`src/rtl/tt_cc_pkg.sv`:
```
// tt_cc_pkg: shared types, frame constants and checksum helper for the token UART framer.
package tt_cc_pkg;
  typedef enum logic [1:0] {IDLE, START_BIT, DATA_BITS, STOP_BIT} framer_state_t;
  localparam int FRAME_BYTES = 11;
  localparam logic [7:0] SYNC_DEFAULT = 8'hA5;
  function automatic logic [7:0] frame_chk(input logic [7:0] st, input logic [63:0] tok);
    logic [7:0] c;
    c = st;
    for (int i = 0; i < 8; i++) c ^= tok[8*i +: 8];
    return c;
  endfunction
endpackage

```
`src/rtl/uart_tx_byte.sv`:
```
// uart_tx_byte: 8N1 byte serialiser with registered tx; done marks the last stop-bit cycle.
module uart_tx_byte
  import tt_cc_pkg::*;
#(
  parameter int CLKS_PER_BIT = 16
) (
  input  logic       clk,
  input  logic       rst_n,
  input  logic       abort,
  input  logic       load,
  input  logic [7:0] data,
  output logic       tx,
  output logic       done,
  output logic       busy
);
  localparam int CW = $clog2(CLKS_PER_BIT);
  framer_state_t state_q, state_d;
  logic [CW-1:0] cnt_q, cnt_d;
  logic [2:0]    bit_q, bit_d;
  logic [7:0]    sh_q, sh_d;
  logic          tx_q, tx_d;
  logic          tick;
  assign tick = cnt_q == CW'(CLKS_PER_BIT - 1);
  assign tx   = tx_q;
  assign busy = state_q != IDLE;
  always_ff @(posedge clk or negedge rst_n) begin
    if (!rst_n) begin
      state_q <= IDLE;
      cnt_q   <= '0;
      bit_q   <= '0;
      sh_q    <= '0;
      tx_q    <= 1'b1;
    end else begin
      state_q <= state_d;
      cnt_q   <= cnt_d;
      bit_q   <= bit_d;
      sh_q    <= sh_d;
      tx_q    <= tx_d;
    end
  end
  always_comb begin
    state_d = state_q;
    cnt_d   = (state_q == IDLE || tick) ? '0 : cnt_q + 1'b1;
    bit_d   = bit_q;
    sh_d    = sh_q;
    tx_d    = tx_q;
    done    = 1'b0;
    case (state_q)
      IDLE: if (load) begin
        state_d = START_BIT;
        sh_d    = data;
        tx_d    = 1'b0;
      end
      START_BIT: if (tick) begin
        state_d = DATA_BITS;
        bit_d   = '0;
        tx_d    = sh_q[0];
      end
      DATA_BITS: if (tick) begin
        state_d = (bit_q == 3'd7) ? STOP_BIT : DATA_BITS;
        bit_d   = (bit_q == 3'd7) ? 3'd0 : bit_q + 3'd1;
        sh_d    = sh_q >> 1;
        tx_d    = (bit_q == 3'd7) ? 1'b1 : sh_q[1];
      end
      STOP_BIT: if (tick) begin
        // a load on the final stop cycle chains the next start bit with no idle gap
        done    = 1'b1;
        state_d = load ? START_BIT : IDLE;
        sh_d    = load ? data : sh_q;
        tx_d    = !load;
      end
      default: state_d = IDLE;
    endcase
    if (abort) begin
      state_d = IDLE;
      cnt_d   = '0;
      bit_d   = '0;
      tx_d    = 1'b1;
    end
  end
endmodule

```
`src/rtl/token_uart_framer.sv`:
```
// token_uart_framer: sends SYNC, status, 8 token bytes and an XOR checksum as one 8N1 UART frame.
module token_uart_framer
  import tt_cc_pkg::*;
#(
  parameter int         CLKS_PER_BIT = 16,
  parameter logic [7:0] SYNC_BYTE    = SYNC_DEFAULT
) (
  input  logic        clk,
  input  logic        rst_n,
  input  logic        start,
  input  logic        token_valid,
  input  logic [63:0] token64,
  input  logic [7:0]  status_in,
  output logic        tx,
  output logic        busy,
  output logic        frame_done,
  output logic        overrun
);
  logic [63:0] tok_q, tok_d;
  logic [7:0]  stat_q, stat_d, chk_q, chk_d;
  logic [3:0]  idx_q, idx_d, nxt;
  logic        ovr_q, ovr_d, fd_q, fd_d;
  logic        accept, last, done, load;
  logic [2:0]  tb_sel;
  logic [7:0]  load_data;
  uart_tx_byte #(.CLKS_PER_BIT(CLKS_PER_BIT)) u_tx (
    .clk   (clk),
    .rst_n (rst_n),
    .abort (start),
    .load  (load),
    .data  (load_data),
    .tx    (tx),
    .done  (done),
    .busy  (busy)
  );
  assign frame_done = fd_q;
  assign overrun    = ovr_q;
  always_ff @(posedge clk or negedge rst_n) begin
    if (!rst_n) begin
      tok_q  <= '0;
      stat_q <= '0;
      chk_q  <= '0;
      idx_q  <= '0;
      ovr_q  <= 1'b0;
      fd_q   <= 1'b0;
    end else begin
      tok_q  <= tok_d;
      stat_q <= stat_d;
      chk_q  <= chk_d;
      idx_q  <= idx_d;
      ovr_q  <= ovr_d;
      fd_q   <= fd_d;
    end
  end
  always_comb begin
    accept    = token_valid && !start && !busy;
    last      = idx_q == 4'(FRAME_BYTES - 1);
    nxt       = idx_q + 4'd1;
    tb_sel    = 3'(nxt - 4'd2);
    load      = accept || (done && !last);
    // the first byte is a constant, so accept can load before the latches update
    load_data = accept ? SYNC_BYTE :
                nxt == 4'd1 ? stat_q :
                nxt == 4'(FRAME_BYTES - 1) ? chk_q : tok_q[{tb_sel, 3'b000} +: 8];
    tok_d     = accept ? token64 : tok_q;
    stat_d    = accept ? status_in : stat_q;
    chk_d     = accept ? frame_chk(status_in, token64) : chk_q;
    idx_d     = (start || accept) ? 4'd0 : (done && !last) ? nxt : idx_q;
    ovr_d     = start ? 1'b0 : (token_valid && busy) ? 1'b1 : ovr_q;
    fd_d      = done && last && !start;
  end
endmodule
```
`config.mk`:
```
export PLATFORM = sky130hd
export DESIGN_NAME = token_uart_framer
export DESIGN_NICKNAME = d
export VERILOG_FILES = /design/src/rtl/tt_cc_pkg.sv /design/src/rtl/uart_tx_byte.sv /design/src/rtl/token_uart_framer.sv
export SDC_FILE = /design/constraint.sdc
export NUM_CORES = 1
export LEC_CHECK = 0
export CORE_MARGIN = 3
export CORE_UTILIZATION = 55
export DETAILED_ROUTE_END_ITERATION = 10
export PLACE_DENSITY = 0.78
export REMOVE_ABC_BUFFERS = 1
export SKIP_LAST_GASP = 1
export SLEW_MARGIN = 40
export SYNTH_ARGS = -nofsm -noshare
export SYNTH_HDL_FRONTEND = slang
export SYNTH_SLANG_ARGS = --single-unit
```
`constraint.sdc`:
```
create_clock -name clk -period 3 [get_ports clk]
set_input_delay 0.75 -clock clk [delete_from_list [all_inputs] [get_ports clk]]
set_output_delay 0.75 -clock clk [all_outputs]
set_load 0.02 [all_outputs]
```
==> impl_results.md, run 1 <==
* Rows at 36
* Post-synthesis sequential area ratio at between 40% and 50%
* Switching share of power at between 30% and 40%
* Final WL at roughly 12 mm
* Hpwl dp at just under 9 mm
* Worst-path clk slew at between 0.1 and 0.15 ns
* Post-CTS Resized at 0
* RD Place Congestion at just under 0.9
* XOR/XNOR Fraction of Synth Area at a little over a tenth
* Unrepaired setup endpoints after global routing: no
* Worst hold slack at between 0.3 and 0.4 ns
* Top-count cell post-synth: nand2_1
* Logic gate share of total power at ~37%
* Via count at 4469
* Cell Chain, Critical Path: inv_1 -> ha_1 -> inv_1 -> clkdlybuf4s50_1
* Internal power at approximately 3.2 mW
* Port bufs at 79
* CTS root buf: clkbuf_8
* Critical path class: flip-flop to output pin
* Clock share of power at about 17%
* Drt first pass iters at 4
* Synthesis-stage register bit count at 104
* Starting Density at 57.40%
* DR vias/cell at between 5 and 6
* Average wire per standard cell at 14.55 um
* Synth Area in Compound Gates at between 8 and 9%
* Mux cell area share after synthesis at 6.753%
* EDFF count, synth at 0
* Vias in the first global route at 4540
* Peak VDD IR at 357.4 uV
* Syn Inst Count at between 600 and 700
* Drt drc at 0
* CP endpoint kind: output pin
* Total GRT Usage at 22.32%
* Synth area leaders: dfrtp_1 45%, nand2_1 17%, xnor2_1 9.1%
* Antenna cell count at 0
* Seq pwr share at between 40% and 50%
* Critical Path AT at approximately 1.9 ns
* Nets at 785
* Area delta synth->final at 19.38%
* Total net switching power at about 1.9 mW
* Slowest stage delay, CP at roughly 0.60 ns
* Main flop type after synthesis: dfrtp_1
* Worst Path Required at approximately 2.3 ns
* Top cells by count, synth: 252 x nand2_1, 103 x dfrtp_1, 59 x xnor2_1
* CTS tree: done
* Power per cell area at about 760 nW/um^2
* Synthesized area per cell at between 9 and 10 sq um
* Vert. Die Dim at about 110 um
* CTS max path bufs at 2
* Largest net degree at the start of global routing at around 90
* Cell taking the most area after synthesis: dfrtp_1
* Post-Syn Area at around 5700 sq um
* First-pass GRT wire length at approximately 21 mm
* Peak Freq at roughly 380 MHz
* Hold Buf Count CTS at 0
* Final hold violation count at 0
* Final setup viols at 0
* Synth async-reset ratio at 100.0%
* Critical Path Source Type: flip-flop
* Cell variety after synth at 54
* Clock Latency Late Sink at roughly 0.37 ns
* CTS sink count at around 100
* Slew Limit Fails at 0
* Post-CTS setup buffers at 0
* Critical path peak fanout at 5
* Fraction of layout cells with a size suffix above 1 at under 10%
* # IOs at 80
* Simple-gate share of the synthesized area at 22.42%
* Die outline width at around 110 um
* Clock buffer count from CTS at 9
* Worst clock skew at about 0.014 ns
* Main combinational cell family by area after synthesis: simple AND/OR/NAND/NOR gates
* Crit-path slowest cell: clkdlybuf4s50_1
* H-tree depth at 3
* HP Class: input pin to async pin
* Synth top area share at between 40% and 50%
* Flop2flop setup slack at 0.50 ns
* Total die area at between 10000 and 15000 sq um
* YS warnings at 0
* Core area at roughly 9900 sq um
* Worst-Margin Slew at a little over 0.7 ns
* Max-cap viol count at 0
* DRT iter0 DRCs at 228
* Worst rel slew slack at a little over half
* Tcrit/Tclk final at between 80% and 90%
* Final Total Pwr at 5.130 mW
* Most used cell, CP: inv_1
* Total global routing overflow at 0
* Synth Area in Adders at under 10%
* Initial antenna violation count at 0
* Tmin final at between 2 and 3 ns
* Status: finished, final reports clean
* Lkg Pwr at about 3.1 nW
* Final ANT Viol Nets at 0
-- state kept, by name (all words and copies together), names as in the netlist, 2 cells and up --
signal,flops
stat_q,8
idx_q,4
tok_q,64
u_tx.bit_q,3
u_tx.sh_q,8
chk_q,8
u_tx.state_q,2
u_tx.cnt_q,4
-- metal layers --
layer	track usage (%)	share of wire [%]	vias up
met1	28.58	43	2172
met4	6.583	1.3	0
li1	-	-	2196
met3	3.539	3.3	16
met2	38.99	52	85
met5	0	0	-
-- power groups by stage --
stage                     Clock, mW  Combinational, mW  Sequential, mW
after CTS                     0.911               1.91            2.35
after floorplan                   0               1.37            2.28
after global placement            0               1.81            2.34
after global routing          0.962               2.15            2.43
after detailed placement          0               1.90            2.38
final                         0.888               1.89            2.35
-- layout make-up --
type,instances,area [sq um]
timing repair buffer,89,888.4
sequential,104,2604
clock buffer,10,137.6
multi-input combinational,484,2897
tap,133,166.4
fill,809,3119
clock inverter,6,67.56
inverter,8,30.03
-- worst max-delay path, delay by kind of cell, from the launching register on --
kind	cells	cell delay, ns
buf+inv	3	0.82
flops	1	0.46
fa+ha+maj	1	0.27
-- worst paths after layout --
path	from	to	depth (start not counted)
worst max-delay path	u_tx.state_q[0]$_DFFE_PN0P_	busy	4
worst min-delay path	rst_n	u_tx.cnt_q[0]$_DFF_PN0_	1
worst max register to register	u_tx.state_q[0]$_DFFE_PN0P_	u_tx.sh_q[5]$_DFFE_PN0P_	7
worst min register to register	tok_q[48]$_DFFE_PN0P_	tok_q[48]$_DFFE_PN0P_	2
max in group asynchronous	rst_n	u_tx.tx$_DFFE_PN1P_	2
min in group clk	tok_q[48]$_DFFE_PN0P_	tok_q[48]$_DFFE_PN0P_	2
-- per-stage QoR --
step | setup TNS, ns | cell area (sq um) | std cells | setup WS [ns] | utilization [%]
floorplan | -5.143 | 5529 | 596 | -0.6956 | -
global placement | 0 | 6585 | 818 | 0.5222 | 66.45
detailed placement | 0 | 6585 | 818 | 0.4633 | 66.45
CTS | 0 | 6790 | 834 | 0.3244 | 68.52
global route | 0 | 6790 | 834 | 0.2315 | 68.52
finish | 0 | 6790 | 834 | 0.3341 | 68.52
-- cell families after synthesis --
group | Yosys count
adders and majority gates | 13
muxes | 28
DFF | 104
and+or+nand+nor | 307
AOI/OAI and AO/OA | 66
buffers and inverters | 38
xor gates and xnor gates | 70
-- cell usage in the layout, fill, tap and decap left out, drive strengths merged, types with 4 or more instances in the layout --
master	synthesis	routed
nand2	252	252
dfrtp	103	103
clkdlybuf4s50	0	78
xnor2	59	59
o21ai	25	25
mux2i	17	17
nor2	15	15
ha	13	13
inv	8	12
xor2	11	11
buf	14	11
clkbuf	16	10
a22oi	9	9
mux4	8	8
nand2b	7	7
nand3	6	6
and3	4	4
nor3	4	4
a21oi	4	4
o211a	4	4
nand3b	4	4
No activity file was read; power rests on OpenSTA's default activity.
==> run 2, diff against run 1 <==
--- a/config.mk
+++ b/config.mk
@@ -5,9 +5,12 @@
 export SDC_FILE = /design/constraint.sdc
 export NUM_CORES = 1
 export LEC_CHECK = 0
+export CAP_MARGIN = 25
+export CORE_ASPECT_RATIO = 1.2
 export CORE_MARGIN = 3
 export CORE_UTILIZATION = 55
 export DETAILED_ROUTE_END_ITERATION = 10
+export GPL_ROUTABILITY_DRIVEN = 0
 export PLACE_DENSITY = 0.78
 export REMOVE_ABC_BUFFERS = 1
 export SKIP_LAST_GASP = 1
==> impl_results.md, run 2 (synthesis results as in run 1) <==
* Reg2Reg Depth at 7
* Power per cell area at approximately 790 nW/um^2
* Total net switching power at between 1.5 and 2 mW
* Crit-path slowest cell: clkdlybuf4s50_1
* Max-cap viol count at 0
* Peak VDD IR at 369.3 uV
* CP top delay family: buffers and inverters
* Setup_tns at 0 ns
* Lkg Pwr at ~3.1 nW
* Critical path class: flip-flop to output pin
* Most frequent cells in the layout: 252 x nand2_1, 103 x dfrtp_1, 78 x clkdlybuf4s50_1
* Port bufs at 79
* Final WL at between 10 and 15 mm
* Critical Path AT at 1.88 ns
* Worst-Margin Slew at 0.7270 ns
* Starting Density at ~57%
* Logic gate share of total power at between 30% and 40%
* Clock share of power at a little over a fifth
* Total GRT Usage at 21.76%
* Cell count after placement at 810
* Final setup viols at 0
* Cell Chain, Critical Path: inv_1 -> ha_1 -> inv_1 -> clkdlybuf4s50_1
* Flop2flop setup slack at approximately 0.54 ns
* Critical Path Source Type: flip-flop
* Drt drc at 0
* CP endpoint kind: output pin
* Post-CTS setup buffers at 0
* Seq pwr share at 43.4%
* Worst Path Required at 2.25 ns
* Antenna cell count at 0
* Vias in the first global route at 4567
* Vert. Die Dim at roughly 120 um
* Fraction of layout cells with a size suffix above 1 at under 10%
* DR vias/cell at roughly 5.5
* Post-CTS Resized at 0
* Initial antenna violation count at 0
* Critical path endpoint: busy
* Die outline width at 98.84 um
* Hold Buf Count CTS at 0
* Largest net degree at the start of global routing at around 110
* Reg-to-Reg End: u_tx.sh_q[5]$_DFFE_PN0P_
* CTS sink count at roughly 100
* Tcrit/Tclk final at 87.62%
* Tmin final at about 2.6 ns
* Internal power at between 3 and 4 mW
* Slew Limit Fails at 0
* Average wire per standard cell at 14.83 um
* Total global routing overflow at 0
* Area delta synth->final at 20.68%
* Nets at between 700 and 800
* CTS max path bufs at 2
* Drt first pass iters at 4
* Critical path peak fanout at 5
* Final hold violation count at 0
* Worst-path clk slew at 0.07 ns
* Commonest non-fill, non-tap cell in the layout: nand2_1
* CTS tree: done
* Status: finished, final reports clean
* Most flops, register: tok_q
* Rows at 40
* R2r startpoint: u_tx.state_q[0]$_DFFE_PN0P_
* Core area at ~10000 sq um
* Buf/Inv on CP at 3
* Via count at about 4500
* Total die area at around 12000 sq um
* Largest register FFs at between 60 and 70
* Worst rel slew slack at a little over 50%
* Finished Layout Cells at 826
* First-pass GRT wire length at around 21 mm
* CP startpoint: u_tx.state_q[0]$_DFFE_PN0P_
* Crit path depth at 4
* Clock Latency Late Sink at approximately 0.34 ns
* H-tree depth at 3
* Slowest stage delay, CP at 0.61 ns
* Most used cell, CP: inv_1
* Switching share of power at between 30% and 40%
* CTS root buf: clkbuf_16
* # IOs at 80
* Unrepaired setup endpoints after global routing: no
* Hpwl dp at ~8.6 mm
* HP Class: input pin to async pin
* Worst clock skew at about 0.0071 ns
* Peak Freq at around 380 MHz
* Final ANT Viol Nets at 0
* DRT iter0 DRCs at between 200 and 300
* Clock buffer count from CTS at 9
## run 2: area by class of cell
| class | count | area (sq um) |
|---|---|---|
| multi-input cells | 484 | 2897 |
| well taps | 126 | 157.7 |
| flip-flops and latches | 104 | 2604 |
| clock inverters | 7 | 70.07 |
| inverters | 8 | 30.03 |
| fillers | 796 | 3196 |
| repair buffers | 88 | 880.8 |
| clock buffers | 9 | 225.2 |
## run 2: worst min path at each step
stage	slack, ns	startpoint	end	cells past startpoint
6_report	0.44	rst_n	tok_q[31]$_DFFE_PN0P_	2
5_1_grt	0.48	u_tx.cnt_q[0]$_DFF_PN0_	u_tx.cnt_q[0]$_DFF_PN0_	1
3_5_place_dp	0.45	u_tx.cnt_q[0]$_DFF_PN0_	u_tx.cnt_q[0]$_DFF_PN0_	1
4_1_cts	0.47	u_tx.cnt_q[0]$_DFF_PN0_	u_tx.cnt_q[0]$_DFF_PN0_	1
3_3_place_gp	0.45	u_tx.cnt_q[0]$_DFF_PN0_	u_tx.cnt_q[0]$_DFF_PN0_	1
2_1_floorplan	0.43	u_tx.cnt_q[0]$_DFF_PN0_	u_tx.cnt_q[0]$_DFF_PN0_	1
## run 2: stage by stage
stage / instance area, sq um / hold WS, ns / setup slack [ns] / power (mW) / utilization (%)
6_report: 6864 / 0.4394 / 0.3714 / 5.427 / 68.23
4_1_cts: 6864 / 0.4682 / 0.3548 / 5.464 / 68.23
2_1_floorplan: 5529 / 0.4298 / -0.6956 / 3.650 / -
5_1_grt: 6864 / 0.4773 / 0.3027 / 5.824 / 68.23
3_3_place_gp: 6569 / 0.4461 / 0.4621 / 4.161 / 65.30
3_5_place_dp: 6569 / 0.4519 / 0.3959 / 4.274 / 65.30
## run 2: power by group through the flow
stage / Sequential (mW) / Combinational, mW / Clock [mW]
2_1_floorplan: 2.28 / 1.37 / 0
4_1_cts: 2.35 / 1.92 / 1.20
3_5_place_dp: 2.37 / 1.90 / 0
5_1_grt: 2.43 / 2.15 / 1.25
6_report: 2.36 / 1.90 / 1.18
3_3_place_gp: 2.35 / 1.82 / 0
## run 2: layer usage
metal / global-route usage, % / share of wire [%]
met1: 27.09 / 43
met2: 38.07 / 53
met3: 3.450 / 3.0
met4: 7.515 / 1.7
met5: 0 / 0
